$ cat config.mk
export PLATFORM = sky130hd
export DESIGN_NAME = bram_fetch_arbiter
export DESIGN_NICKNAME = d
export VERILOG_FILES = /design/src/rtl/bram_fetch_arbiter_pkg.sv /design/src/rtl/bram_fetch_arbiter_rr_arbiter.sv /design/src/rtl/bram_fetch_arbiter.sv
export SDC_FILE = /design/constraint.sdc
export NUM_CORES = 1
export LEC_CHECK = 0
export BUFFER_PORTS_ARGS = -buffer_cell sky130_fd_sc_hd__clkbuf_2
export CAP_MARGIN = 20
export CORE_ASPECT_RATIO = 0.75
export CORE_MARGIN = 5
export CORE_UTILIZATION = 54
export DETAILED_ROUTE_END_ITERATION = 16
export GPL_TIMING_DRIVEN = 0
export PLACE_DENSITY = 0.76
export REMOVE_ABC_BUFFERS = 1
export SETUP_SLACK_MARGIN = 0.05
export SLEW_MARGIN = 10
export SYNTH_ARGS = -nofsm -noshare
export SYNTH_HDL_FRONTEND = slang
export SYNTH_SLANG_ARGS = --single-unit
$ cat constraint.sdc
create_clock -name clk -period 3.2 [get_ports clk]
set_input_delay 0.64 -clock clk [delete_from_list [all_inputs] [get_ports clk]]
set_output_delay 0.64 -clock clk [all_outputs]
set_load 0.03 [all_outputs]
$ cat src/rtl/bram_fetch_arbiter_pkg.sv
// Shared definitions for the BRAM tile-fetch arbiter: FSM state encoding,
// requester names and the default BRAM region map.
package bram_fetch_arbiter_pkg;

    typedef enum logic [1:0] {
        ST_IDLE  = 2'd0,
        ST_FETCH = 2'd1,
        ST_WAIT  = 2'd2
    } state_e;

    typedef enum int {
        REQ_W = 0,
        REQ_K = 1,
        REQ_V = 2
    } req_id_e;

    localparam int DEF_NUM_REQ    = 3;
    localparam int DEF_ADDR_WIDTH = 11;

    // Region bases: W at 0, K at 4, V at 772 (slice i is requester i).
    localparam logic [DEF_NUM_REQ*DEF_ADDR_WIDTH-1:0] DEF_BASE_ADDRS =
        {11'd772, 11'd4, 11'd0};

    function automatic int idx_width(input int n);
        return (n > 1) ? $clog2(n) : 1;
    endfunction

endpackage

$ cat src/rtl/bram_fetch_arbiter_rr_arbiter.sv
// Combinational round-robin pick: first set request at or after prio, wrapping.
module rr_arbiter #(
    parameter int NUM_REQ = 3,
    parameter int IDX_W   = 2
) (
    input  logic [NUM_REQ-1:0] req,
    input  logic [IDX_W-1:0]   prio,
    output logic [NUM_REQ-1:0] gnt,
    output logic [IDX_W-1:0]   gnt_idx
);

    int   j;
    logic found;

    // Scan requesters starting at prio; the first hit wins.
    always_comb begin
        gnt     = '0;
        gnt_idx = '0;
        found   = 1'b0;
        j       = 0;
        for (int k = 0; k < NUM_REQ; k++) begin
            j = (int'(prio) + k) % NUM_REQ;
            if (!found && req[j]) begin
                found   = 1'b1;
                gnt[j]  = 1'b1;
                gnt_idx = IDX_W'(j);
            end
        end
    end

endmodule

$ cat src/rtl/bram_fetch_arbiter.sv
// Shares one BRAM read port among NUM_REQ tile fetchers. A granted requester
// gets NUM_FETCHES_PER_TILE consecutive reads from its region at its tile
// pointer; returning data is qualified by rd_valid/rd_last and done pulses
// with the last beat.
module bram_fetch_arbiter
    import bram_fetch_arbiter_pkg::*;
#(
    parameter int NUM_REQ              = 3,
    parameter int NUM_FETCHES_PER_TILE = 2,
    parameter int ADDR_WIDTH           = 11,
    parameter int PTR_WIDTH            = 9,
    parameter int RD_LATENCY           = 1,
    parameter logic [NUM_REQ*ADDR_WIDTH-1:0] BASE_ADDRS = DEF_BASE_ADDRS
) (
    input  logic                  clk,
    input  logic                  rst_n,
    input  logic [NUM_REQ-1:0]    req,
    input  logic [NUM_REQ-1:0]    reset_ptr,
    output logic [NUM_REQ-1:0]    grant,
    output logic [NUM_REQ-1:0]    done,
    output logic [ADDR_WIDTH-1:0] bram_addr,
    output logic                  bram_en,
    output logic                  rd_valid,
    output logic                  rd_last,
    output logic                  busy
);

    localparam int IDX_W = idx_width(NUM_REQ);
    localparam int OFF_W = $clog2(NUM_FETCHES_PER_TILE + 1);
    localparam int LAT_W = $clog2(RD_LATENCY + 1);

    state_e                  state_q, state_d;
    logic [NUM_REQ-1:0]      grant_q, grant_d;
    logic [IDX_W-1:0]        gidx_q, gidx_d;
    logic [IDX_W-1:0]        prio_q, prio_d;
    logic [OFF_W-1:0]        off_q, off_d;
    logic [LAT_W-1:0]        wait_q, wait_d;
    logic [ADDR_WIDTH-1:0]   addr_q, addr_d;
    logic [PTR_WIDTH-1:0]    ptr_q [NUM_REQ];
    logic [PTR_WIDTH-1:0]    ptr_d [NUM_REQ];
    logic [RD_LATENCY-1:0]   vld_sr_q, vld_sr_d;
    logic [RD_LATENCY-1:0]   last_sr_q, last_sr_d;

    logic [NUM_REQ-1:0]      arb_gnt;
    logic [IDX_W-1:0]        arb_idx;
    logic [ADDR_WIDTH-1:0]   base_sel;
    logic [ADDR_WIDTH-1:0]   tile_base;
    logic                    fetch_last;

    rr_arbiter #(
        .NUM_REQ (NUM_REQ),
        .IDX_W   (IDX_W)
    ) u_rr (
        .req     (req),
        .prio    (prio_q),
        .gnt     (arb_gnt),
        .gnt_idx (arb_idx)
    );

    // Outputs decode only from registered state, so req never reaches bram_en.
    assign bram_en   = (state_q == ST_FETCH);
    assign busy      = (state_q != ST_IDLE);
    assign grant     = grant_q;
    assign bram_addr = addr_q;
    assign rd_valid  = vld_sr_q[RD_LATENCY-1];
    assign rd_last   = last_sr_q[RD_LATENCY-1];
    assign done      = rd_last ? grant_q : '0;

    // Tile start address of the arbiter winner, truncated to the BRAM width.
    always_comb begin
        base_sel   = BASE_ADDRS[int'(arb_idx)*ADDR_WIDTH +: ADDR_WIDTH];
        tile_base  = base_sel +
                     ADDR_WIDTH'(int'(ptr_q[arb_idx]) * NUM_FETCHES_PER_TILE);
        fetch_last = (off_q == OFF_W'(NUM_FETCHES_PER_TILE - 1));
    end

    // Next-state logic: FSM, offset and latency counters, pointers, read-return shift.
    always_comb begin
        state_d = state_q;
        grant_d = grant_q;
        gidx_d  = gidx_q;
        prio_d  = prio_q;
        off_d   = off_q;
        wait_d  = wait_q;
        addr_d  = addr_q;
        ptr_d   = ptr_q;

        vld_sr_d     = vld_sr_q;
        last_sr_d    = last_sr_q;
        vld_sr_d[0]  = bram_en;
        last_sr_d[0] = bram_en & fetch_last;
        for (int i = 1; i < RD_LATENCY; i++) begin
            vld_sr_d[i]  = vld_sr_q[i-1];
            last_sr_d[i] = last_sr_q[i-1];
        end

        case (state_q)
            ST_IDLE: begin
                if (|req) begin
                    state_d = ST_FETCH;
                    grant_d = arb_gnt;
                    gidx_d  = arb_idx;
                    off_d   = '0;
                    addr_d  = tile_base;
                end
            end
            ST_FETCH: begin
                if (fetch_last) begin
                    state_d = ST_WAIT;
                    wait_d  = LAT_W'(RD_LATENCY - 1);
                end else begin
                    off_d  = off_q + OFF_W'(1);
                    addr_d = addr_q + ADDR_WIDTH'(1);
                end
            end
            ST_WAIT: begin
                if (wait_q == '0) begin
                    state_d        = ST_IDLE;
                    grant_d        = '0;
                    prio_d         = (gidx_q == IDX_W'(NUM_REQ - 1)) ? '0 : gidx_q + IDX_W'(1);
                    ptr_d[gidx_q]  = ptr_q[gidx_q] + PTR_WIDTH'(1);
                end else begin
                    wait_d = wait_q - LAT_W'(1);
                end
            end
            default: state_d = ST_IDLE;
        endcase

        // A pointer clear overrides a same-cycle completion increment.
        for (int i = 0; i < NUM_REQ; i++) begin
            if (reset_ptr[i]) begin
                ptr_d[i] = '0;
            end
        end
    end

    // State registers; async reset drops the port and discards any tile in flight.
    always_ff @(posedge clk or negedge rst_n) begin
        if (!rst_n) begin
            state_q   <= ST_IDLE;
            grant_q   <= '0;
            gidx_q    <= '0;
            prio_q    <= '0;
            off_q     <= '0;
            wait_q    <= '0;
            addr_q    <= '0;
            vld_sr_q  <= '0;
            last_sr_q <= '0;
            for (int i = 0; i < NUM_REQ; i++) begin
                ptr_q[i] <= '0;
            end
        end else begin
            state_q   <= state_d;
            grant_q   <= grant_d;
            gidx_q    <= gidx_d;
            prio_q    <= prio_d;
            off_q     <= off_d;
            wait_q    <= wait_d;
            addr_q    <= addr_d;
            vld_sr_q  <= vld_sr_d;
            last_sr_q <= last_sr_d;
            ptr_q     <= ptr_d;
        end
    end

endmodule

==> impl_metrics.py <==
metrics = {
    "power_and_ir_drop": {
        "ir_drop_mv": 0.442,
        "leakage_nw": 1.72,
        "finalPower_w": 0.00348,
        "p_per_area_mw_per_mm2": 870,
    },
    "drt": {
        "ant_nets": 0,
        "wirelength_um": 9060,
        "vias": 3151,
        "drt_iter0_drc": 247,
        "wire_per_inst_um": 17.4,
        "drtPass1Iterations": 7,
        "via_per_inst": 6.06,
        "drc": 0,
    },
    "timing": {
        "setup_tns_ps": 0,
        "hold_viol": 0,
        "maxSlewHeadroom_pct": 40.7,
        "skew_ps": 10.4,
        "max_freq_mhz": 313,
        "period_share_pct": 99.8,
        "setup_viol": 0,
        "finalWorstSetupSlack_ps": 7.59,
        "fin_crit_ps": 3190,
        "worstMarginPinSlew_ps": 889,
        "rsz0062_at_grt": "true",
        "drv_slew": 0,
    },
    "clock_network": {
        "h-tree-depth": 2,
        "cts_sinks": 51,
        "cts.reportedPaths.clkPinSlew_ps": 90,
        "clk_latency_ps": 310,
        "clk_path_buf_depth": 2,
        "cts_hold_buf": 0,
        "cts_buffers": 5,
        "cts_tree": "done",
        "cts_root_buf": "clkbuf_8",
    },
    "worst_setup_path": {
        "start_kind": "flop",
        "cp_slowest_stage_delay_ps": 550,
        "cp.arrival_ps": 3400,
        "path_cells": "buf_6 > ha_4 > mux2i_2 > nor2b_1 > or4b_4 > and2_4 > mux2i_1 > o21ai_1 > ha_1 > a21oi_2 > nor2_1 > a211o_1 > a41o_1",
        "critPathMaxFanout": 6,
        "crit_path_end_kind": "flop",
        "crit_type": "flop to flop",
        "reg2reg_depth": 13,
        "cpMaxStageDelayCell": "or4b_4",
        "crit_required_ps": 3410,
    },
    "synth": {
        "synth_flop_cell": "dfrtp_1",
        "yosysMostFrequentCell": "nand2_1",
        "synth_seq_cells": 51,
        "seq_area_frac_synth_pct": 37.4,
        "synthTopCellsByArea": "dfrtp_1 (37%), nand2_1 (8.1%), a21oi_1 (5.3%), mux2i_1 (5.3%), ha_1 (4.4%)",
        "synth_edf_count": 0,
        "async_flop_share_pct": 100,
        "synth_top_cell_area_share_pct": 37.4,
        "synth_warnings": 0,
        "synth.distinct_cells": 68,
        "avgSynthCellArea_um2": 8.66,
        "synth_common_cells": "nand2_1 (74), dfrtp_1 (51), a21oi_1 (36), nor2_1 (29), o21ai_0 (27)",
        "yosysTopAreaCell": "dfrtp_1",
        "syn-instance-count": 394,
        "syn_area_mm2": 0.00341,
    },
    "floorplan": {
        "start_util_pct": 54.8,
        "pin_count": 29,
        "dieHeight_um": 78.9,
        "fp.dieW_um": 102,
        "num_rows": 25,
        "die_area_mm2": 0.00803,
        "core_mm2": 0.00622,
    },
    "layout": {
        "fill_cells": 541,
        "drive_above_1_share_pct": 24.4,
        "syn2layout_area_growth_pct": 17.1,
        "fin_nets": 458,
        "fin_cells": 520,
        "diodes": 0,
        "finish.utilization_pct": 64.2,
    },
    "global_routing": {
        "grt_pass1_wl_um": 14800,
        "grt_max_degree": 52,
        "grt_pass1_vias": 2909,
        "track_usage_pct": 23.0,
        "gr-total-overflow": 0,
        "antenna_found_initial": 0,
    },
    "min_path": {
        "hp-class": "input port to asynchronous set/reset pin",
    },
    "placed_design": {
        "port-buffer-count": 28,
        "globalplace.congestion": 0.868,
        "numPlacedInstances": 485,
        "hpwl_um": 5970,
        "pre_cts_ws_ps": -307,
    },
    "run_status": {
        "status": "finished clean",
    },
    "job": {
        "drv_cap": 0,
    },
}
[layer usage]
layer | up-vias | global-route usage, % | share of wire [%]
met5 | - | 0 | 0
met4 | 0 | 5.44 | 1.0
met3 | 10 | 2.90 | 8.3
met2 | 148 | 36.1 | 46
met1 | 1505 | 33.9 | 45
li1 | 1488 | - | -
[final timing paths]
path / end / slack, ps / startpoint
max: bram_addr[10]$_DFFE_PN0P_ / 8 / prio_q[0]$_DFFE_PN0P_
min: bram_addr[2]$_DFFE_PN0P_ / 390 / rst_n
max reg2reg: bram_addr[10]$_DFFE_PN0P_ / 8 / prio_q[0]$_DFFE_PN0P_
min reg2reg: off_q[1]$_DFFE_PN0P_ / 510 / off_q[1]$_DFFE_PN0P_
max in group asynchronous: ptr_q[21]$_DFFE_PN0P_ / 2330 / rst_n
min in group clk: off_q[1]$_DFFE_PN0P_ / 510 / off_q[1]$_DFFE_PN0P_
[final cells by class]
type / count / area, um^2 / area share [%]
Multi-Input combinational cell: 316 / 2120 / 53.0
Sequential cell: 51 / 1280 / 31.9
Timing Repair Buffer: 55 / 358 / 8.95
Tap cell: 81 / 101 / 2.54
Clock buffer: 7 / 96.3 / 2.41
Inverter: 9 / 38.8 / 0.971
Clock inverter: 1 / 7.51 / 0.188
[cells in the final DEF (no fill, tap or decap), drive strengths merged, types with 7 or more instances in the layout]
cell type and instances:
nand2 74, dfrtp 51, a21oi 39, clkbuf 36, nor2 30, o21ai 30
buf 26, mux2i 19, nand3 13, ha 12, a22o 8, and2 7
inv 7
[critical path, delay by kind of cell, from the launching register on]
kind	cells	cell delay, ps
flip-flops	1	430
multiplexers	2	310
AND/OR/NAND/NOR	4	980
adder cells (fa/ha/maj)	2	470
buffers and inverters	1	140
AO/OA/AOI/OAI	4	760
[metrics by stage]
step | cell area [um^2] | hold slack, ps
global route | 4000 | 455
global placement | 3560 | 487
finish | 4000 | 387
detailed placement | 3560 | 490
floorplan | 3320 | 344
CTS | 3820 | 421
[power by group]
| group | internal [W] | total [W] | switching [W] |
|---|---|---|---|
| Combinational | 0.000829 | 0.00214 | 0.00131 |
| Sequential | 0.000768 | 0.000929 | 0.000162 |
| Clock | 0.000197 | 0.000414 | 0.000217 |
| Total | 0.00179 | 0.00348 | 0.00168 |
[sequential cells by signal (all words and copies together) (netlist names)]
signal,count
ptr_q,27
grant,3
off_q,2
state_q,2
bram_addr,11
prio_q,2
rd_valid,1
rd_last,1
gidx_q,2
[what timing repair did]
| item | CTS | global route |
|---|---|---|
| endpoints found under the setup margin | 8 | 9 |
| pin swaps | 9 | 15 |
| gates resized for setup | 16 | 15 |
| setup buffers | 11 | 14 |
| cloned | 0 | 0 |
| hold endpoints to repair | 0 | 0 |
[cells by family after synthesis]
| logic type | count (synthesis) | share of synthesized area [%] |
|---|---|---|
| AO/OA/AOI/OAI | 111 | 22.6 |
| AND/OR/NAND/NOR | 163 | 22.9 |
| XOR/XNOR | 9 | 2.31 |
| buffers and inverters | 27 | 3.81 |
| adder cells (fa/ha/maj) | 12 | 4.40 |
| multiplexers | 21 | 6.60 |
| flip-flops | 51 | 37.4 |
(Power assumes the default switching activity.)
